### config.mk
export PLATFORM = sky130hd
export DESIGN_NAME = router_pkt_fifo
export DESIGN_NICKNAME = d
export VERILOG_FILES = /design/src/rtl/router_pkt_fifo.sv
export SDC_FILE = /design/constraint.sdc
export NUM_CORES = 1
export LEC_CHECK = 0
export BUFFER_PORTS_ARGS = -buffer_cell sky130_fd_sc_hd__buf_2
export CORE_ASPECT_RATIO = 1.4
export CORE_MARGIN = 4
export CORE_UTILIZATION = 50
export CTS_CLUSTER_DIAMETER = 50
export DETAILED_ROUTE_END_ITERATION = 8
export PLACE_DENSITY = 0.67
export SKIP_LAST_GASP = 1
export SLEW_MARGIN = 5
export SYNTH_ARGS = -nofsm -noshare
export SYNTH_HDL_FRONTEND = slang
export SYNTH_SLANG_ARGS = --single-unit
export TNS_END_PERCENT = 10
### constraint.sdc
create_clock -name clk -period 8.7 [get_ports clk]
set_input_delay 0.435 -clock clk [delete_from_list [all_inputs] [get_ports clk]]
set_output_delay 0.435 -clock clk [all_outputs]
set_load 0.005 [all_outputs]
### src/rtl/router_pkt_fifo.sv
// Packet-aware output FIFO for one router destination port.
// Stores words with an SOP tag, tracks packet framing on the read side and reports sticky errors.
module router_pkt_fifo #(
  parameter int WIDTH    = 8,
  parameter int DEPTH    = 16,
  parameter int AFULL_TH = DEPTH - 2
) (
  input  logic                       clk,
  input  logic                       resetn,
  input  logic                       soft_reset,
  input  logic                       write_enb,
  input  logic                       read_enb,
  input  logic                       lfd_state,
  input  logic [WIDTH-1:0]           data_in,
  output logic [WIDTH-1:0]           data_out,
  output logic                       rd_valid,
  output logic                       rd_sop,
  output logic                       rd_eop,
  output logic                       full,
  output logic                       empty,
  output logic                       almost_full,
  output logic [$clog2(DEPTH):0]     count,
  output logic [$clog2(DEPTH):0]     pkt_cnt,
  output logic                       overflow,
  output logic                       underflow,
  output logic                       pkt_err
);

  localparam int AW = $clog2(DEPTH);
  localparam int CW = AW + 1;
  localparam int RW = WIDTH - 1;

  logic [WIDTH:0]     r_mem [DEPTH];
  logic [AW-1:0]      r_wr_ptr, r_rd_ptr;
  logic [CW-1:0]      r_count, r_pkt_cnt;
  logic [RW-1:0]      r_rem;
  logic [WIDTH-1:0]   r_data_out;
  logic               r_rd_valid, r_rd_sop, r_rd_eop;
  logic               r_full, r_empty, r_afull;
  logic               r_overflow, r_underflow, r_pkt_err;

  logic               w_push, w_pop;
  logic [WIDTH:0]     w_rd_word;
  logic               w_rd_sop;
  logic [WIDTH-3:0]   w_len;
  logic [RW-1:0]      w_rem_nxt;
  logic               w_eop, w_frame_err;
  logic [CW-1:0]      w_count_nxt, w_pkt_nxt;

  // Full/empty are the registered values from the start of the cycle, so a
  // same-cycle pop never rescues a write at full (and vice versa at empty).
  assign w_push    = write_enb && !r_full;
  assign w_pop     = read_enb && !r_empty;
  assign w_rd_word = r_mem[r_rd_ptr];
  assign w_rd_sop  = w_rd_word[WIDTH];
  assign w_len     = w_rd_word[WIDTH-1:2];

  always_comb begin
    // NOTE: every always_comb output gets a default first so no path can infer a latch.
    w_rem_nxt   = r_rem;
    w_eop       = 1'b0;
    w_frame_err = 1'b0;
    if (w_pop) begin
      if (w_rd_sop) begin
        w_rem_nxt   = {1'b0, w_len} + RW'(1);
        w_frame_err = (r_rem != '0);
      end else if (r_rem == RW'(1)) begin
        w_eop     = 1'b1;
        w_rem_nxt = '0;
      end else if (r_rem != '0) begin
        w_rem_nxt = r_rem - RW'(1);
      end else begin
        w_frame_err = 1'b1;
      end
    end
  end

  always_comb begin
    w_count_nxt = r_count;
    case ({w_push, w_pop})
      2'b10:   w_count_nxt = r_count + CW'(1);
      2'b01:   w_count_nxt = r_count - CW'(1);
      default: w_count_nxt = r_count;
    endcase
    w_pkt_nxt = r_pkt_cnt;
    case ({w_push && lfd_state, w_eop})
      2'b10:   w_pkt_nxt = r_pkt_cnt + CW'(1);
      2'b01:   w_pkt_nxt = r_pkt_cnt - CW'(1);
      default: w_pkt_nxt = r_pkt_cnt;
    endcase
  end

  // NOTE: storage has no reset; occupancy and pointers alone define what is valid.
  always_ff @(posedge clk) begin
    if (w_push && !soft_reset) r_mem[r_wr_ptr] <= {lfd_state, data_in};
  end

  // NOTE: sequential state uses non-blocking assignments only.
  always_ff @(posedge clk or negedge resetn) begin
    if (!resetn) begin
      r_wr_ptr    <= '0;
      r_rd_ptr    <= '0;
      r_count     <= '0;
      r_pkt_cnt   <= '0;
      r_rem       <= '0;
      r_data_out  <= '0;
      r_rd_valid  <= 1'b0;
      r_rd_sop    <= 1'b0;
      r_rd_eop    <= 1'b0;
      r_full      <= 1'b0;
      r_empty     <= 1'b1;
      r_afull     <= 1'b0;
      r_overflow  <= 1'b0;
      r_underflow <= 1'b0;
      r_pkt_err   <= 1'b0;
    end else if (soft_reset) begin
      r_wr_ptr    <= '0;
      r_rd_ptr    <= '0;
      r_count     <= '0;
      r_pkt_cnt   <= '0;
      r_rem       <= '0;
      r_data_out  <= '0;
      r_rd_valid  <= 1'b0;
      r_rd_sop    <= 1'b0;
      r_rd_eop    <= 1'b0;
      r_full      <= 1'b0;
      r_empty     <= 1'b1;
      r_afull     <= 1'b0;
      r_overflow  <= 1'b0;
      r_underflow <= 1'b0;
      r_pkt_err   <= 1'b0;
    end else begin
      if (w_push) r_wr_ptr <= r_wr_ptr + AW'(1);
      if (w_pop) begin
        r_rd_ptr   <= r_rd_ptr + AW'(1);
        r_data_out <= w_rd_word[WIDTH-1:0];
      end
      r_rd_valid  <= w_pop;
      r_rd_sop    <= w_pop && w_rd_sop;
      r_rd_eop    <= w_eop;
      r_rem       <= w_rem_nxt;
      r_count     <= w_count_nxt;
      r_pkt_cnt   <= w_pkt_nxt;
      r_full      <= (w_count_nxt == CW'(DEPTH));
      r_empty     <= (w_count_nxt == '0);
      r_afull     <= (w_count_nxt >= CW'(AFULL_TH));
      if (write_enb && r_full) r_overflow  <= 1'b1;
      if (read_enb && r_empty) r_underflow <= 1'b1;
      if (w_frame_err)         r_pkt_err   <= 1'b1;
    end
  end

  assign data_out    = r_data_out;
  assign rd_valid    = r_rd_valid;
  assign rd_sop      = r_rd_sop;
  assign rd_eop      = r_rd_eop;
  assign full        = r_full;
  assign empty       = r_empty;
  assign almost_full = r_afull;
  assign count       = r_count;
  assign pkt_cnt     = r_pkt_cnt;
  assign overflow    = r_overflow;
  assign underflow   = r_underflow;
  assign pkt_err     = r_pkt_err;

endmodule
==> impl_metrics.sql <==
INSERT INTO impl_metrics (metric_group, metric, value, unit) VALUES
('power', 'powerDensity', '246', 'nW/um^2'),
('yosys', 'syn-num-nets', '544', ''),
('place', 'number_of_port_buffers', '40', ''),
('route', 'remaining_drc_errors', '0', ''),
('clock_network', 'cts_setup_buffers', '0', ''),
('power', 'seq_power_share', '47.4', '%'),
('clock_network', 'clkLatencyLatePin', '0.42', 'ns'),
('floorplan', 'floorplan.initialDensity', '50.8', '%'),
('power', 'cellInternalPower', '1550', 'uW'),
('clock_network', 'tritoncts', 'built', ''),
('timing', 'slew_headroom', '9.91', '%'),
('yosys', 'synth.avg_cell_area', '15.3', 'um^2'),
('clock_network', 'cts_hold_buffers', '0', ''),
('timing', 'fin_worst_skew', '0.0101', 'ns'),
('global_routing', 'grt_max_degree', '43', ''),
('power', 'pwr-share-comb', '18.6', '%'),
('clock_network', 'ctsResizeCount', '0', ''),
('worst_setup_path', 'setup.worst_path.end_class', 'flip-flop', ''),
('worst_setup_path', 'cp_data_required_time', '8.99', 'ns'),
('floorplan', 'top_level_ports', '41', ''),
('final_layout', 'ff_latch_area', '5380', 'um^2'),
('clock_network', 'clock_tree.buffer_depth', '2', ''),
('place', 'place_ws', '4.95', 'ns'),
('clock_network', 'root_buffer', 'sky130_fd_sc_hd__clkbuf_16', ''),
('timing', 'final_min_period_over_clock_period', '43.3', '%'),
('route', 'via_per_inst', '5.87', ''),
('timing', 'totalNegativeSetupSlack', '0', 'ns'),
('final_layout', 'post_route_cells_drive_above_1_share', '21.9', '%'),
('place', 'routabilityCongestion', '0.794', ''),
('global_routing', 'groute.usage.overall', '19.4', '%'),
('worst_setup_path', 'critPathTopFamily', 'multiplexers', ''),
('clock_network', 'numCtsBuffers', '17', ''),
('floorplan', 'floorplan.core_area', '15600', 'um^2'),
('timing', 'max_freq', '266', 'MHz'),
('yosys', 'number_of_enable_flip_flop_cells_after_synthesis', '144', ''),
('worst_setup_path', 'critical_path.slowest_cell', 'sky130_fd_sc_hd__dfrtp_1', ''),
('clock_network', 'clock_sinks', '186', ''),
('timing', 'worst_slew_pin_slew', '1.35', 'ns'),
('job', 'maxCapViolCount', '0', ''),
('floorplan', 'floorplan.rows', '54', ''),
('final_layout', 'finish.net_count', '586', ''),
('timing', 'report.final.hold_viol_count', '0', ''),
('status', 'status', 'finished clean', ''),
('yosys', 'netlist_area', '7930', 'um^2'),
('global_routing', 'first_global_vias', '4555', ''),
('floorplan', 'die_h', '157', 'um'),
('yosys', 'synth_cell_type_count', '46', ''),
('final_layout', 'flow.area_growth_from_synthesis', '12.0', '%'),
('yosys', 'synth.mux.area_fraction', '12.2', '%'),
('worst_setup_path', 'crit_arrival', '4.06', 'ns'),
('power', 'p_clk_share', '34.0', '%'),
('route', 'post_drt_wl_per_cell', '21.5', 'um'),
('timing', 'grt_setup_unrepaired', 'false', ''),
('global_routing', 'wire_length_of_the_first_global_routing_pass', '25700', 'um'),
('power', 'total_switching_power', '634', 'uW'),
('yosys', 'netlist_instances', '517', ''),
('hold_path', 'hold_class', 'primary input to asynchronous set/reset pin', ''),
('route', 'detailroute.via_count', '4511', ''),
('route', 'routed_wl', '16500', 'um'),
('yosys', 'synth-warning-count', '0', ''),
('place', 'detailedPlacementHpwl', '10700', 'um'),
('power', 'max_rail_drop_vdd', '0.141', 'mV'),
('worst_setup_path', 'startpoint_type', 'flip-flop', ''),
('timing', 'post-route-worst-setup-slack', '4.94', 'ns'),
('route', 'drt_first_pass_iters', '5', ''),
('final_layout', 'multiInputGateArea', '2360', 'um^2'),
('worst_setup_path', 'critPathMaxFanout', '28', ''),
('yosys', 'synthSimpleGateAreaFrac', '8.58', '%'),
('final_layout', 'insertedDiodeCount', '0', ''),
('power', 'power.leakage', '0.00323', 'uW'),
('timing', 'timing.final.setup_violations', '0', '');
-- cells in the final DEF (no fill, tap or decap), types with 10 or more instances in the layout --
master / synthesis / layout
sky130_fd_sc_hd__nor3_1: 15 / 15
sky130_fd_sc_hd__nor2_1: 44 / 44
sky130_fd_sc_hd__mux4_2: 38 / 38
sky130_fd_sc_hd__buf_2: 6 / 40
sky130_fd_sc_hd__o21ai_0: 11 / 11
sky130_fd_sc_hd__xor2_1: 13 / 13
sky130_fd_sc_hd__a21oi_1: 20 / 20
sky130_fd_sc_hd__ha_1: 13 / 13
sky130_fd_sc_hd__buf_4: 2 / 10
sky130_fd_sc_hd__nand3_1: 16 / 16
sky130_fd_sc_hd__inv_1: 12 / 12
sky130_fd_sc_hd__dfrtp_1: 41 / 40
sky130_fd_sc_hd__nand2_1: 53 / 53
sky130_fd_sc_hd__clkbuf_16: 0 / 17
sky130_fd_sc_hd__edfxtp_1: 144 / 144
-- synth_stat cells (3+ instances only) --
| cell type | instances | area (um^2) |
|---|---|---|
| sky130_fd_sc_hd__edfxtp_1 | 144 | 4320 |
| sky130_fd_sc_hd__nand2_1 | 53 | 199 |
| sky130_fd_sc_hd__nor2_1 | 44 | 165 |
| sky130_fd_sc_hd__dfrtp_1 | 41 | 1030 |
| sky130_fd_sc_hd__mux4_2 | 38 | 856 |
| sky130_fd_sc_hd__a21oi_1 | 20 | 100 |
| sky130_fd_sc_hd__nand3_1 | 16 | 80.1 |
| sky130_fd_sc_hd__nor3_1 | 15 | 75.1 |
| sky130_fd_sc_hd__ha_1 | 13 | 163 |
| sky130_fd_sc_hd__xor2_1 | 13 | 114 |
| sky130_fd_sc_hd__inv_1 | 12 | 45.0 |
| sky130_fd_sc_hd__o21ai_0 | 11 | 55.1 |
| sky130_fd_sc_hd__clkbuf_1 | 10 | 37.5 |
| sky130_fd_sc_hd__a22oi_1 | 8 | 60.1 |
| sky130_fd_sc_hd__xnor2_1 | 8 | 70.1 |
| sky130_fd_sc_hd__mux2i_1 | 7 | 70.1 |
| sky130_fd_sc_hd__buf_2 | 6 | 30.0 |
| sky130_fd_sc_hd__nand2b_1 | 6 | 37.5 |
| sky130_fd_sc_hd__buf_1 | 5 | 18.8 |
| sky130_fd_sc_hd__a31oi_1 | 4 | 25.0 |
| sky130_fd_sc_hd__buf_6 | 4 | 45.0 |
| sky130_fd_sc_hd__nor2b_1 | 4 | 25.0 |
| sky130_fd_sc_hd__a21o_1 | 3 | 22.5 |
| sky130_fd_sc_hd__and3_1 | 3 | 18.8 |
-- worst paths after layout --
check	start	slack, ns	cells past startpoint	endpoint
min in group clk	write_enb	0.27	3	overflow$_DFFE_PN0P_
worst max register to register	r_rd_ptr[1]$_DFFE_PN0P_	4.94	12	pkt_cnt[4]$_DFFE_PN0P_
max in group asynchronous	resetn	7.87	1	r_rd_ptr[0]$_DFFE_PN0P_
worst min-delay path	resetn	0.16	1	count[1]$_DFF_PN0_
worst min register to register	overflow$_DFFE_PN0P_	0.50	2	overflow$_DFFE_PN0P_
worst max-delay path	r_rd_ptr[1]$_DFFE_PN0P_	4.94	12	pkt_cnt[4]$_DFFE_PN0P_
-- worst register-to-register path, cell delays in order, from the launching register on --
cell                       delay (ns)
sky130_fd_sc_hd__dfrtp_1         0.67
sky130_fd_sc_hd__buf_4           0.48
sky130_fd_sc_hd__mux4_1          0.62
sky130_fd_sc_hd__mux2i_1         0.14
sky130_fd_sc_hd__mux2_4          0.28
sky130_fd_sc_hd__and4_4          0.28
sky130_fd_sc_hd__xor2_1          0.08
sky130_fd_sc_hd__ha_1            0.22
sky130_fd_sc_hd__or3_1           0.31
sky130_fd_sc_hd__a221oi_1        0.25
sky130_fd_sc_hd__mux2i_1         0.13
sky130_fd_sc_hd__xor2_1          0.14
sky130_fd_sc_hd__nor2_1          0.05
-- area by class of cell --
type / count / area share (%)
flip-flops and latches: 186 / 60.6
well taps: 196 / 2.76
inverters: 12 / 0.507
clock inverters: 15 / 1.68
clock buffers: 17 / 4.79
repair buffers: 50 / 3.10
multi-input cells: 292 / 26.6
-- stage by stage --
stage	util [%]	total power (uW)	std cells	area, um^2
6_report	56.9	2190	768	8880
5_1_grt	56.9	2290	768	8880
4_1_cts	56.9	2200	768	8880
3_5_place_dp	53.2	1460	736	8310
3_3_place_gp	53.2	1450	736	8310
2_1_floorplan	-	1340	517	7930
-- cells by family (layout without fill, tap and decap cells) --
kind of cell	count (synthesis)	count (layout)
buf+inv	39	94
mux	47	47
fa+ha+maj	13	13
xor+xnor	21	21
compound gates	59	59
flops	186	186
simple gates	152	152
-- power by group through the flow --
stage          combinational (uW)  sequential [uW]  clock (uW)
6_report                      406             1040         744
5_1_grt                       448             1040         798
4_1_cts                       405             1040         760
3_5_place_dp                  403             1060           0
3_3_place_gp                  395             1050           0
2_1_floorplan                 298             1050           0
-- sequential cells by signal, indices dropped and copies added, names as in the netlist --
register     flops
almost_full      1
count            5
data_out         8
empty            1
full             1
overflow         1
pkt_cnt          5
pkt_err          1
r_mem          144
r_rd_ptr         4
r_rem            7
r_wr_ptr         4
rd_eop           1
rd_sop           1
rd_valid         1
underflow        1
-- layer usage --
metal  vias to the layer above  routed length (um)  global-route usage (%)
met1                      2322                6460                    23.6
met3                        24                 698                    3.62
li1                       2034                   -                       -
met4                         0                 329                    6.45
met5                         -                   0                       0
met2                       131                9050                    34.6
Note: power is estimated with default switching activity, not from simulation.
